<file path="src/rtl/if_fetch_stage.sv">
// MIPS instruction-fetch stage: PC register, instruction-memory address, IF/ID pipeline register.
// Define IF_EARLY_JUMP_EN to resolve `j` in fetch; otherwise PC always advances by 4.
module if_fetch_stage #(
   parameter logic [31:0] RESET_PC = 32'd0,
   parameter int unsigned IM_BYTES = 84
) (
   input  logic        clk,
   input  logic        rst,
   input  logic        Stall,
   input  logic        Flush,
   input  logic        Redirect,
   input  logic [31:0] Redirect_addr,
   output logic [31:0] IM_addr,
   input  logic [31:0] IM_instr,
   output logic [31:0] PC,
   output logic [31:0] IFID_instr,
   output logic [31:0] IFID_pc4,
   output logic        IFID_valid,
   output logic        Halt
);

   localparam logic [31:0] LAST_PC = 32'(IM_BYTES) - 32'd4;
   localparam logic [31:0] RESET_PC_ALIGNED = {RESET_PC[31:2], 2'b00};

   logic [31:0] pc_q, pc_d;
   logic [31:0] instr_q, instr_d;
   logic [31:0] pc4_q, pc4_d;
   logic        valid_q, valid_d;

   logic        in_range;
   logic [31:0] pc_plus4;
   logic [31:0] redirect_pc;
   logic [31:0] seq_pc;

   assign in_range    = (pc_q <= LAST_PC);
   assign pc_plus4    = pc_q + 32'd4;
   assign redirect_pc = Redirect_addr & ~32'd3;

`ifdef IF_EARLY_JUMP_EN
   logic        is_j;
   logic [31:0] jtgt;

   // Out-of-range words are never decoded; the fetch is halted there anyway.
   assign is_j   = in_range && (IM_instr[31:26] == 6'd2);
   assign jtgt   = {pc_plus4[31:28], IM_instr[25:0], 2'b00};
   assign seq_pc = is_j ? jtgt : pc_plus4;
`else
   assign seq_pc = pc_plus4;
`endif

   always_comb begin
      pc_d = pc_q;
      if (Redirect) begin
         pc_d = redirect_pc;
      end else if (Stall || !in_range) begin
         pc_d = pc_q;
      end else begin
         pc_d = seq_pc;
      end
   end

   // Redirect and Flush dominate Stall for IF/ID; a halted PC feeds bubbles.
   always_comb begin
      instr_d = instr_q;
      pc4_d   = pc4_q;
      valid_d = valid_q;
      if (Redirect || Flush) begin
         instr_d = 32'd0;
         pc4_d   = 32'd0;
         valid_d = 1'b0;
      end else if (Stall) begin
         instr_d = instr_q;
         pc4_d   = pc4_q;
         valid_d = valid_q;
      end else if (!in_range) begin
         instr_d = 32'd0;
         pc4_d   = 32'd0;
         valid_d = 1'b0;
      end else begin
         instr_d = IM_instr;
         pc4_d   = pc_plus4;
         valid_d = 1'b1;
      end
   end

   always_ff @(posedge clk) begin
      if (rst) begin
         pc_q    <= RESET_PC_ALIGNED;
         instr_q <= 32'd0;
         pc4_q   <= 32'd0;
         valid_q <= 1'b0;
      end else begin
         pc_q    <= pc_d;
         instr_q <= instr_d;
         pc4_q   <= pc4_d;
         valid_q <= valid_d;
      end
   end

   assign PC         = pc_q;
   assign IM_addr    = pc_q;
   assign IFID_instr = instr_q;
   assign IFID_pc4   = pc4_q;
   assign IFID_valid = valid_q;
   assign Halt       = !in_range && !rst;

endmodule

</file>
<file path="config.mk">
export PLATFORM = sky130hd
export DESIGN_NAME = if_fetch_stage
export DESIGN_NICKNAME = d
export VERILOG_FILES = /design/src/rtl/if_fetch_stage.sv
export SDC_FILE = /design/constraint.sdc
export NUM_CORES = 1
export LEC_CHECK = 0
export CORE_UTILIZATION = 35
export CTS_CLUSTER_DIAMETER = 30
export DETAILED_ROUTE_END_ITERATION = 8
export PLACE_DENSITY = 0.75
export SETUP_SLACK_MARGIN = 0.1
export SLEW_MARGIN = 0
export SYNTH_ARGS = -nofsm -noshare
export SYNTH_HDL_FRONTEND = slang
export SYNTH_SLANG_ARGS = --single-unit
</file>
<file path="constraint.sdc">
create_clock -name clk -period 2.18 [get_ports clk]
set_input_delay 0.327 -clock clk [delete_from_list [all_inputs] [get_ports clk]]
set_output_delay 0.327 -clock clk [all_outputs]
set_load 0.01 [all_outputs]
</file>
==> Implementation_results.wiki <==
{| class="wikitable"
! Metric !! Value
|-
| Y dimension of the die || between 100 and 150 µm
|-
| Area added between synthesis and finish || 61.6%
|-
| Routed length on met3 || between 600 and 700 µm
|-
| Routed vias/inst || approximately 4.6
|-
| Post-synthesis register bit count || a little over 90
|-
| Largest voltage drop on the vdd net || ~0.28 mV
|-
| Share of final-layout standard cells stronger than drive strength 1 || between 10% and 20%
|-
| Clock transition time at the flip-flop clock pins of the worst setup and hold paths || ~0.10 ns
|-
| Clock period minus final worst setup slack || a little under 2 ns
|-
| Endpoint arrival time on the critical path || 1.66 ns
|-
| Starting utilization of the core area || a little over a third
|-
| Static power due to leakage || 2.19 nW
|-
| Fraction of the mapped netlist area in simple logic gates || about 16%
|-
| WL/cell || around 15 µm
|-
| Total wirelength of the detailed-routed design || roughly 9.6 mm
|-
| Routability Congestion || 0.749
|-
| Vias in the first global route || just under 3000
|-
| Area post-placement || about 5300 µm²
|-
| Placement row count || 36
|-
| Compound-Gate Fraction of Synth Area || between 10% and 20%
|-
| Setup TNS || 0 ns
|-
| Achievable frequency || between 500 and 600 MHz
|-
| Proportion of synthesized chip area in sequential cells || a little over half
|-
| Number of inserted filler cells in the final layout || 856
|-
| Num CTS Buffers || 9
|-
| Number of antenna violations at the first check in global routing || 0
|-
| CP startpoint kind || flop
|-
| Worst min-delay path class || flop to flop
|-
| Synthesized instance count || 353
|-
| Hold-fix buffer count after cts || 0
|-
| Latest clock arrival within the worst-skew pair || approximately 0.35 ns
|-
| 1st-iter DRT viols || about 110
|-
| CTS Buffer Depth || 2
|-
| Final Setup Violations || 0
|-
| First-pass GRT wire length || ~15 mm
|-
| Most common library cell in the layout ignoring fill and taps || sky130_fd_sc_hd__clkdlybuf4s50_1
|-
| Post-route setup slack || 0.196 ns
|-
| Result of the run || finished, final reports clean
|-
| Final global-route overflow total || 0
|-
| Yosys Warn Count || 0
|-
| Global-route total usage across every layer || a little under a fifth
|-
| DRC viols || 0
|-
| Adder and majority gate portion of the synthesized area || less than 1%
|-
| RSZ-0062 raised after global routing || no
|-
| Share of flip-flops with an asynchronous set or reset after synthesis || 0%
|-
| # Max-Cap Violations || 0
|-
| Dpl ws || roughly 0.12 ns
|-
| Die area || just over 10000 µm²
|-
| Number of enable flip-flop cells after synthesis || 0
|-
| PortBufs || 190
|-
| Worst Path Class, Setup || flop to output pin
|-
| Sort of element at the end of the critical path || output pin
|-
| Highest signal layer in the routed design || met4
|-
| Combined area of all synthesized cells || 3480 µm²
|-
| Fraction of the cycle the final worst path needs || around nine tenths
|-
| Clock tree from TritonCTS || yes
|-
| Clock tree root driver cell || sky130_fd_sc_hd__clkbuf_8
|-
| Fin nets || 592
|-
| Post-detailed-route count of antenna-violating nets || 0
|-
| Met2 Routed Length || roughly 5 mm
|-
| Distinct cells, synth || 31
|-
| Post-route standard cell area excluding fillers || approximately 5600 µm²
|-
| Total half-perimeter wirelength after legalization and detailed placement || ~6.9 mm
|-
| Overall Power || approximately 0.0034 W
|-
| Standard cell core area || around 9700 µm²
|-
| Pin count of the biggest net entering global routing || between 60 and 70
|-
| Mux contribution to synthesized area || approximately 7.2%
|-
| Post-synthesis xor/xnor area fraction || between 1 and 1.5%
|-
| I/O pins || 199
|-
| Synthesized area per cell || 9.85 µm²
|-
| Antenna Diode Count || 0
|-
| Sinks on the clock net || slightly above 90
|-
| Endpoint required time on the critical path || approximately 1.9 ns
|-
| Power density cells || between 500 and 600 nW/µm²
|-
| Count of vias placed by the detailed router || approximately 3100
|-
| H-Tree Depth || 3
|-
| Pin slew with the least headroom to its limit || 0.572 ns
|-
| Most frequent cells in the layout || sky130_fd_sc_hd__clkdlybuf4s50_1 (187), sky130_fd_sc_hd__dfxtp_1 (88), sky130_fd_sc_hd__nor2_1 (66), sky130_fd_sc_hd__a22oi_1 (37), sky130_fd_sc_hd__and3_1 (26)
|-
| Main combinational cell family by area after synthesis || simple AND/OR/NAND/NOR gates
|-
| Main synth FF type || sky130_fd_sc_hd__dfxtp_1
|-
| Post-Route Skew || around 0.014 ns
|-
| Number of iterations in the first detailed-routing pass || 4
|-
| M1 wire length || between 3 and 4 mm
|-
| Slew Limit Headroom || between 60 and 70%
|-
| Chip width || 102 µm
|-
| Worst Hold Slack || just under 0.5 ns
|-
| Final number of hold-violating endpoints || 0
|-
| Maximum fanout count along the critical path || 4
|-
| Number of pins exceeding their max-slew limit in the final report || 0
|}
[metrics by stage]
| stage | util (%) | instances |
|---|---|---|
| 5_1_grt | 58.0 | 659 |
| 3_5_place_dp | 54.9 | 637 |
| 6_report | 58.0 | 659 |
| 4_1_cts | 57.3 | 657 |
| 3_3_place_gp | 54.9 | 637 |
| 2_1_floorplan | - | 358 |
[worst max-delay path: stages (launching register included)]
cell                       delay, ns
sky130_fd_sc_hd__dfxtp_1        0.36
sky130_fd_sc_hd__nor4_2         0.33
sky130_fd_sc_hd__nand4_1        0.20
sky130_fd_sc_hd__nor3_2         0.22
sky130_fd_sc_hd__nor2_1         0.06
sky130_fd_sc_hd__clkbuf_2       0.13
[state kept, by name, summed over array words and instances (netlist names)]
register and cells:
IFID_valid 1, IM_addr 30, IFID_pc4 30, IFID_instr 32
[final timing paths]
path         slack (ns)         from  cells after the start    endpoint
min reg2reg        0.49   IFID_valid                      2  IFID_valid
max                0.20  IM_addr[29]                      5        Halt
min                0.49   IFID_valid                      2  IFID_valid
max reg2reg        0.25  IM_addr[29]                      8  IM_addr[6]
[per-layer routing]
metal	vias up	track usage (%)
met5	-	0
met4	0	6.35
met3	6	4.83
met2	110	32.8
met1	1437	20.2
li1	1508	-
[cell families (layout without fill, tap and decap cells)]
family | after synthesis | count (layout)
multiplexers | 25 | 25
AND/OR/NAND/NOR | 112 | 112
AO/OA/AOI/OAI | 49 | 49
adder cells (fa/ha/maj) | 2 | 2
other | 1 | 6
buffers and inverters | 67 | 235
flip-flops | 93 | 93
XOR/XNOR | 4 | 4
[final cells by class]
type                            count  area (µm²)  area share, %
Multi-Input combinational cell    198        1300           23.1
Sequential cell                    93        1870           33.3
Timing Repair Buffer              212        2070           36.9
Inverter                            7        26.3          0.467
Tap cell                          133         166           2.96
Clock inverter                      7        63.8           1.14
Clock buffer                        9         124           2.20
[synth_stat cells (5+ instances only)]
library cell / n / area (µm²)
sky130_fd_sc_hd__a21oi_1: 5 / 25.0
sky130_fd_sc_hd__a22oi_1: 37 / 278
sky130_fd_sc_hd__and3_1: 26 / 163
sky130_fd_sc_hd__buf_4: 37 / 278
sky130_fd_sc_hd__clkbuf_1: 17 / 63.8
sky130_fd_sc_hd__dfxtp_1: 93 / 1860
sky130_fd_sc_hd__inv_1: 7 / 26.3
sky130_fd_sc_hd__mux2i_1: 25 / 250
sky130_fd_sc_hd__nor2_1: 66 / 248
sky130_fd_sc_hd__nor4_1: 5 / 31.3
[power by group]
group	internal (W)	switching (W)	leakage, nW	total, W
combinational	0.000292	0.000199	1.34	0.000491
clock	0.000441	0.000653	0.0903	0.00109
sequential	0.00173	0.0000381	0.758	0.00177
total	0.00247	0.000890	2.19	0.00336
[timing repair]
item	4_1_cts	5_1_grt
setup endpoints to repair	2	41
gates resized for setup	6	17
buffers inserted	4	2
pin swaps	2	7
cloned	0	0
Note: power is estimated with default switching activity, not from simulation.
